## config.mk

```make
export PLATFORM = sky130hd
export DESIGN_NAME = uart_txq
export DESIGN_NICKNAME = d
export VERILOG_FILES = /design/src/rtl/uart_txq_pkg.sv /design/src/rtl/uart_byte_fifo.sv /design/src/rtl/uart_txq.sv
export SDC_FILE = /design/constraint.sdc
export NUM_CORES = 1
export LEC_CHECK = 0
export ABC_CLOCK_PERIOD_IN_PS = 7800
export CAP_MARGIN = 40
export CORE_MARGIN = 10
export CORE_UTILIZATION = 50
export DETAILED_ROUTE_END_ITERATION = 12
export PLACE_DENSITY_LB_ADDON = 0.12
export RECOVER_POWER = 50
export SLEW_MARGIN = 10
export SYNTH_ARGS = -nofsm -noshare
export SYNTH_HDL_FRONTEND = slang
export SYNTH_SLANG_ARGS = --single-unit
```

## constraint.sdc

```tcl
create_clock -name clk -period 7.8 [get_ports clk]
set_input_delay 2.34 -clock clk [delete_from_list [all_inputs] [get_ports clk]]
set_output_delay 2.34 -clock clk [all_outputs]
set_load 0.02 [all_outputs]
```

## src/rtl/uart_txq_pkg.sv

```systemverilog
// Shared definitions for the UART transmit queue: register map, bit
// positions and the bus-side FSM state encoding.
package uart_txq_pkg;

    localparam logic [31:0] REG_RXDT = 32'h0;
    localparam logic [31:0] REG_TXDT = 32'h4;
    localparam logic [31:0] REG_CTRL = 32'h8;
    localparam logic [31:0] REG_STAT = 32'hc;

    localparam int CTRL_TX_EN   = 1;
    localparam int STAT_TX_BUSY = 1;

    typedef enum logic [1:0] {
        INIT = 2'd0,
        IDLE = 2'd1,
        POLL = 2'd2,
        PUSH = 2'd3
    } state_t;

endpackage

```

## src/rtl/uart_byte_fifo.sv

```systemverilog
// Byte FIFO with combinational head read so the head byte can be placed on
// the bus in the same cycle it is popped.
module uart_byte_fifo #(
    parameter int DEPTH = 8
) (
    input  logic                     clk,
    input  logic                     rst,
    input  logic                     push,
    input  logic [7:0]               din,
    input  logic                     pop,
    output logic [7:0]               dout,
    output logic                     full,
    output logic                     empty,
    output logic [$clog2(DEPTH):0]   count
);

    localparam int AW = $clog2(DEPTH);
    localparam logic [AW:0] FULL_COUNT = (AW + 1)'(DEPTH);

    logic [7:0]    mem [DEPTH];
    logic [AW-1:0] wr_ptr_reg;
    logic [AW-1:0] rd_ptr_reg;
    logic [AW:0]   count_reg;
    logic          do_push;
    logic          do_pop;

    // A push into a full FIFO is refused even if a pop happens the same cycle.
    assign do_push = push && !full;
    assign do_pop  = pop && !empty;

    always_ff @(posedge clk) begin
        if (do_push) begin
            mem[wr_ptr_reg] <= din;
        end
    end

    // Pointers are exactly AW bits wide, so they wrap modulo DEPTH naturally.
    always_ff @(posedge clk or posedge rst) begin
        if (rst) begin
            wr_ptr_reg <= '0;
            rd_ptr_reg <= '0;
            count_reg  <= '0;
        end else begin
            if (do_push) begin
                wr_ptr_reg <= wr_ptr_reg + AW'(1);
            end
            if (do_pop) begin
                rd_ptr_reg <= rd_ptr_reg + AW'(1);
            end
            case ({do_push, do_pop})
                2'b10:   count_reg <= count_reg + (AW + 1)'(1);
                2'b01:   count_reg <= count_reg - (AW + 1)'(1);
                default: count_reg <= count_reg;
            endcase
        end
    end

    assign dout  = mem[rd_ptr_reg];
    assign full  = (count_reg == FULL_COUNT);
    assign empty = (count_reg == '0);
    assign count = count_reg;

endmodule

```

## src/rtl/uart_txq.sv

```systemverilog
// UART transmit queue: buffers bytes and feeds them to a memory-mapped UART
// over a request/grant peripheral bus, polling the busy flag between bytes.
module uart_txq
    import uart_txq_pkg::*;
#(
    parameter int          DEPTH     = 8,
    parameter logic [31:0] UART_BASE = 32'hffff0020
) (
    input  logic                   clk,
    input  logic                   rst,
    input  logic                   in_valid,
    input  logic [7:0]             in_data,
    output logic                   in_ready,
    output logic                   bus_req,
    input  logic                   bus_gnt,
    output logic                   bus_we,
    output logic [31:0]            bus_addr,
    output logic [31:0]            bus_wdata,
    input  logic [31:0]            bus_rdata,
    output logic [$clog2(DEPTH):0] fifo_count
);

    state_t      state_reg;
    state_t      state_next;
    logic        req_c;
    logic        we_c;
    logic [31:0] addr_c;
    logic [31:0] wdata_c;
    logic        fifo_pop;
    logic        fifo_full;
    logic        fifo_empty;
    logic [7:0]  head_byte;
    logic        unused_rdata;

    assign unused_rdata = ^bus_rdata;

    assign fifo_pop = (state_reg == PUSH) && bus_gnt;
    assign in_ready = !fifo_full;

    uart_byte_fifo #(
        .DEPTH(DEPTH)
    ) u_fifo (
        .clk   (clk),
        .rst   (rst),
        .push  (in_valid),
        .din   (in_data),
        .pop   (fifo_pop),
        .dout  (head_byte),
        .full  (fifo_full),
        .empty (fifo_empty),
        .count (fifo_count)
    );

    always_ff @(posedge clk or posedge rst) begin
        if (rst) begin
            state_reg <= INIT;
        end else begin
            state_reg <= state_next;
        end
    end

    always_comb begin
        state_next = state_reg;
        req_c      = 1'b0;
        we_c       = 1'b0;
        addr_c     = '0;
        wdata_c    = '0;
        case (state_reg)
            INIT: begin
                req_c = 1'b1;
                if (bus_gnt) begin
                    we_c       = 1'b1;
                    addr_c     = UART_BASE + REG_CTRL;
                    wdata_c    = 32'd1 << CTRL_TX_EN;
                    state_next = IDLE;
                end
            end
            IDLE: begin
                if (!fifo_empty) begin
                    state_next = POLL;
                end
            end
            POLL: begin
                req_c = 1'b1;
                if (bus_gnt) begin
                    addr_c = UART_BASE + REG_STAT;
                    if (!bus_rdata[STAT_TX_BUSY]) begin
                        state_next = PUSH;
                    end
                end
            end
            PUSH: begin
                req_c = 1'b1;
                if (bus_gnt) begin
                    we_c       = 1'b1;
                    addr_c     = UART_BASE + REG_TXDT;
                    wdata_c    = {24'b0, head_byte};
                    state_next = IDLE;
                end
            end
            default: state_next = INIT;
        endcase
    end

    // The bus must read as idle while reset is held, even though state is INIT.
    assign bus_req   = req_c && !rst;
    assign bus_we    = we_c && !rst;
    assign bus_addr  = rst ? 32'h0 : addr_c;
    assign bus_wdata = rst ? 32'h0 : wdata_c;

endmodule

```

== After elaboration in Yosys (flattened, before gate mapping) ==
Memory sizes are Yosys's and may differ from the RTL's.
Cells that the tools add are included.
Widths: inputs -> output; s select.

* Register bits after elaboration: 12
* Memory bits (writable): 64
* Output and inout port bits: 71
* Memories: 1

{| class="wikitable"
|+ Memory list
! memory !! depth !! bits a word !! read ports !! clocked after Yosys merged registers in !! write ports !! line !! source
|-
| u_fifo.mem || 8 || 8 || 1 || 0 || 1 || uart_byte_fifo.sv:20 || <nowiki>logic [7:0] mem [DEPTH];</nowiki>
|}

* Add/sub/neg operators: 4
* Eq/ne operators: 10
* Muxes and demuxes: 20
* Reduce and logical (&&, ||, !) cells: 14

{| class="wikitable"
|+ Operators with widths
! kind !! count
|-
| $mux 32 || 5
|-
| $pmux 32 s3 || 1
|-
| $pmux 8 s2 || 1
|-
| $mux 2 || 5
|-
| $mux 8 || 1
|-
| $pmux 4 s2 || 1
|-
| $add 3x1->3 const B || 2
|-
| $eq 2x2->1 const B || 3
|-
| $ne 2x2->1 const B || 3
|-
| $pmux 2 s3 || 1
|-
| $logic_and 1x1->1 || 5
|-
| $mux 1 || 5
|-
| $add 4x1->4 const B || 1
|-
| $eq 2x1->1 const B || 2
|-
| $eq 4x4->1 const B || 1
|-
| $logic_not 4->1 || 1
|-
| $reduce_and 4->1 || 1
|-
| $sub 4x1->4 const B || 1
|-
| $logic_not 1->1 || 3
|-
| $reduce_or 3->1 || 1
|-
| $logic_not 2->1 || 1
|-
| $ne 2x1->1 const B || 1
|-
| $reduce_bool 2->1 || 1
|-
| $reduce_or 2->1 || 1
|}

== Longest topological paths before layout ==
* Depth in word-level cells: 5
* Mapped depth: 9
* Mapped depth without buffers: 8

== Cells and area by module ==
Synthesis repeated with hierarchy kept, for this count alone.

* Cell total of the unflattened synthesis: 250
* Area total of the unflattened synthesis: 3,832.4 um^2

{| class="wikitable"
|+ Modules (own cells, without submodules)
! module !! instances !! cells an instance !! area each (um^2) !! sequential area each (um^2)
|-
| uart_byte_fifo || 1 || 161 || 3,135.5 || 2,172.1
|-
| uart_txq || 1 || 89 || 696.9 || 50.0
|}

== Worst setup path after synthesis ==
OpenSTA, ideal clock, no wires.

* Path kind: input -> output
* Start point: input rst
* End point: output bus_addr[16]
* Arrival: 3.903 ns
* Slack: 1.557 ns
* Cell stages on the path: 4
* Buffers on the path: 1
* Cells stage by stage: nor2_1 -> nand2_1 -> nor2_1 -> buf_4

* Word-level cells in the longest chain between the ends: 1

{| class="wikitable"
|+ RTL lines
! element !! line !! source
|-
| start: declaration || uart_txq.sv:10 || <nowiki>input logic rst,</nowiki>
|-
| $mux 32 || uart_txq.sv:108 || <nowiki>assign bus_addr = rst ? 32'h0 : addr_c;</nowiki>
|-
| end: declaration || uart_txq.sv:17 || <nowiki>output logic [31:0] bus_addr,</nowiki>
|}

No other way between the ends.

== Final worst setup path ==
* Start point: input bus_gnt
* End point: output bus_wdata[0]

* Word-level cells in the longest chain between the ends: 3

{| class="wikitable"
|+ RTL lines
! element !! line !! source
|-
| start: declaration || uart_txq.sv:15 || <nowiki>input logic bus_gnt,</nowiki>
|-
| $mux 8 || uart_txq.sv:94 || <nowiki>if (bus_gnt) begin</nowiki>
|-
| $pmux 8 s2 || uart_txq.sv:68 || <nowiki>case (state_reg)</nowiki>
|-
| $mux 32 || uart_txq.sv:109 || <nowiki>assign bus_wdata = rst ? 32'h0 : wdata_c;</nowiki>
|-
| end: declaration || uart_txq.sv:18 || <nowiki>output logic [31:0] bus_wdata,</nowiki>
|}

No other way between the ends.

==> impl_results.md <==
- Vias in the first global route: around 2000
- Iteration-0 DRC Markers: between 60 and 70
- DR pass1 iterations: 5
- Critical path's slowest cell: clkdlybuf4s50_1
- Setup crit end kind: primary output
- Slew headroom: 0.392
- GRT met1 Usage: 0.144
- Via count: a little under 2000
- Status: finished, final reports clean
- Number of synthesized register bits: 76
- Cell row count: 31
- Syn Area/Cell: 14.7 um2
- GRT Total Usage: 0.126
- RSZ-0062 raised after global routing: false
- M2 GR Usage: 0.207
- Routed Antenna Nets: 0
- Post-layout min period: between 7 and 8 ns
- Initial Util: 0.513
- Post-Place Setup Slack: ~0.8 ns
- Fin nets: around 350
- First-pass GRT wire length: ~11000 um
- Reg clk slew, reported paths: 0.07 ns
- Fin. max-slew vios: 0
- # hold bufs at CTS: 0
- DR vias/cell: slightly below 5
- Die Height: roughly 110 um
- Post-synth ARST share: 0.158
- Final Hold Viols: 0
- Data required time of the worst path: between 5 and 6 ns
- CTS Sinks: between 70 and 80
- Total negative slack: 0 ns
- Fin cells: 399
- Max FFs per register: 64
- Placer Congestion: around 0.78
- Core region area: around 7000 um2
- Min-delay worst type: register to register
- Largest net degree at the start of global routing: 19
- Worst EP arrival: approximately 4.7 ns
- Die width: 106 um
- Final Cycle Share: 0.902
- Startpoint types: input port
- Max incr delay on CP: about 0.66 ns
- Grt peak-use layer: met2
- H-tree lvl count: 3
- YS warnings: 0
- GR Util met3: 0.0592
- Most common cell after layout, fill and taps aside: edfxtp_1
- I/O Pins: about 120
- Max cap viols: 0
- Worst-Skew Late Latency: about 0.34 ns
- DP HPWL: 4960 um
- Initial antenna violation count: 0
- Register area share after synthesis: 0.600
- Cell Area, Synth: ~3700 um2
- Synth unique cells: 42
- Share of layout cells above drive strength 1: 0.143
- Area delta synth->final: 15.0%
- DR WL/cell: 17.2 um
- Longest Clk Path Bufs: 2
- Worst slew pin tran: 0.908 ns
- Worst-path cell chain: dlygate4sd3_1, nor3b_1, buf_4, nand3b_1, o22ai_1, clkdlybuf4s50_1
- Primary FF master, synth: edfxtp_1
- Peak supply drop: around 0.23 mV
- Worst-path fanout max: 7
- Num CTS Buffers: 9
- Number of synthesized flops with an enable pin: between 60 and 70
- Syn Inst Count: about 250
- Commonest non-fill, non-tap cells in the layout: edfxtp_1 (64), conb_1 (37), clkdlybuf4s50_1 (35)
- CP Class: input port to primary output
- DRC violations left: 0
- Total Power: approximately 1.5 mW
- Setup ws final: between 0.7 and 0.8 ns
- Postcts setup bufs: 0
- Die ar.: approximately 11000 um2
- Power density over cell area: between 300 and 400 nW/um2
- Routed wire length: around 6900 um
- Worst Skew: between 0.007 and 0.008 ns
- Leakage Power: 1.60 nW
- Final setup fails: 0
- GRT overflow: 0
- Cts repair resizes: 0
- Final hold slack: around 0.53 ns
- Antenna Diode Count: 0
- Port Buffer Count: 46
- Placed cells: 382
- Root Buffer: clkbuf_8
- CTS tree: done
- Fmax: between 100 and 150 MHz
-- per-stage QoR --
stage | area, um2 | util
finish | 4260 | 0.591
global route | 4260 | 0.591
CTS | 4270 | 0.592
detailed placement | 4070 | 0.564
global placement | 4020 | 0.557
floorplan | 3840 | -
-- cell usage after synthesis, types with 2 or more instances --
cell type,number,share of area
nand3_1,3,0.0041
ha_1,10,0.034
xor2_1,3,0.0071
buf_4,54,0.11
clkbuf_1,2,0.0020
inv_2,2,0.0020
mux2_4,2,0.0081
edfxtp_1,64,0.52
nor2_1,13,0.013
nand3b_1,3,0.0061
nand2_1,2,0.0020
xnor2_1,4,0.0095
buf_2,2,0.0027
mux2_1,2,0.0061
nor2b_1,2,0.0034
nor3_1,5,0.0068
mux4_2,16,0.097
mux2i_1,2,0.0054
nand2b_1,2,0.0034
dfrtp_1,12,0.081
inv_1,19,0.019
or4b_1,2,0.0054
o22ai_1,7,0.012
-- cell type report --
cell class | count | area (um2)
clock buffer | 11 | 131
clock inverter | 5 | 76.3
fill | 574 | 2950
inverter | 21 | 78.8
multi-input combinational | 132 | 1100
sequential | 76 | 2220
tap | 99 | 124
timing repair buffer | 55 | 528
-- worst max-delay path, delay by kind of cell --
kind | cells | cell delay [ns]
buffers and inverters | 3 | 1.46
AND/OR/NAND/NOR | 2 | 0.55
AO/OA/AOI/OAI | 1 | 0.34
-- where the power goes --
part | switching, mW | internal, mW | leakage (nW) | total (mW)
logic | 0.272 | 0.273 | 0.779 | 0.546
registers | 0.0803 | 0.526 | 0.722 | 0.606
clock network | 0.130 | 0.179 | 0.101 | 0.309
-- logic make-up after synthesis --
kind of cell,Yosys count,synth area share
adder cells (fa/ha/maj),10,0.0338
flip-flops,76,0.600
AO/OA/AOI/OAI,17,0.0345
XOR/XNOR,7,0.0166
buffers and inverters,80,0.136
other,1,0.00101
multiplexers,22,0.117
AND/OR/NAND/NOR,39,0.0608
-- routing by layer --
layer  part of all wire  routed length, um  vias to the layer above
met5                  0                  0                        -
met3              0.087                597                        6
met1               0.42               2870                      975
met2               0.49               3350                       67
li1                   -                  -                      914
met4             0.0083                 57                        0
-- final timing paths --
kind | startpoint | endpoint | slack (ns) | cells past startpoint
worst max-delay path | bus_gnt | bus_wdata[0] | 0.77 | 6
worst min-delay path | u_fifo.wr_ptr_reg[0]$_DFFE_PP0P_ | u_fifo.wr_ptr_reg[0]$_DFFE_PP0P_ | 0.53 | 1
worst max register to register | u_fifo.count[0]$_DFFE_PP0P_ | u_fifo.count[3]$_DFFE_PP0P_ | 5.07 | 6
worst min register to register | u_fifo.wr_ptr_reg[0]$_DFFE_PP0P_ | u_fifo.wr_ptr_reg[0]$_DFFE_PP0P_ | 0.53 | 1
max in group asynchronous | rst | u_fifo.wr_ptr_reg[0]$_DFFE_PP0P_ | 4.94 | 2
min in group asynchronous | rst | u_fifo.count[3]$_DFFE_PP0P_ | 2.52 | 2
No activity file was read; power rests on OpenSTA's default activity.
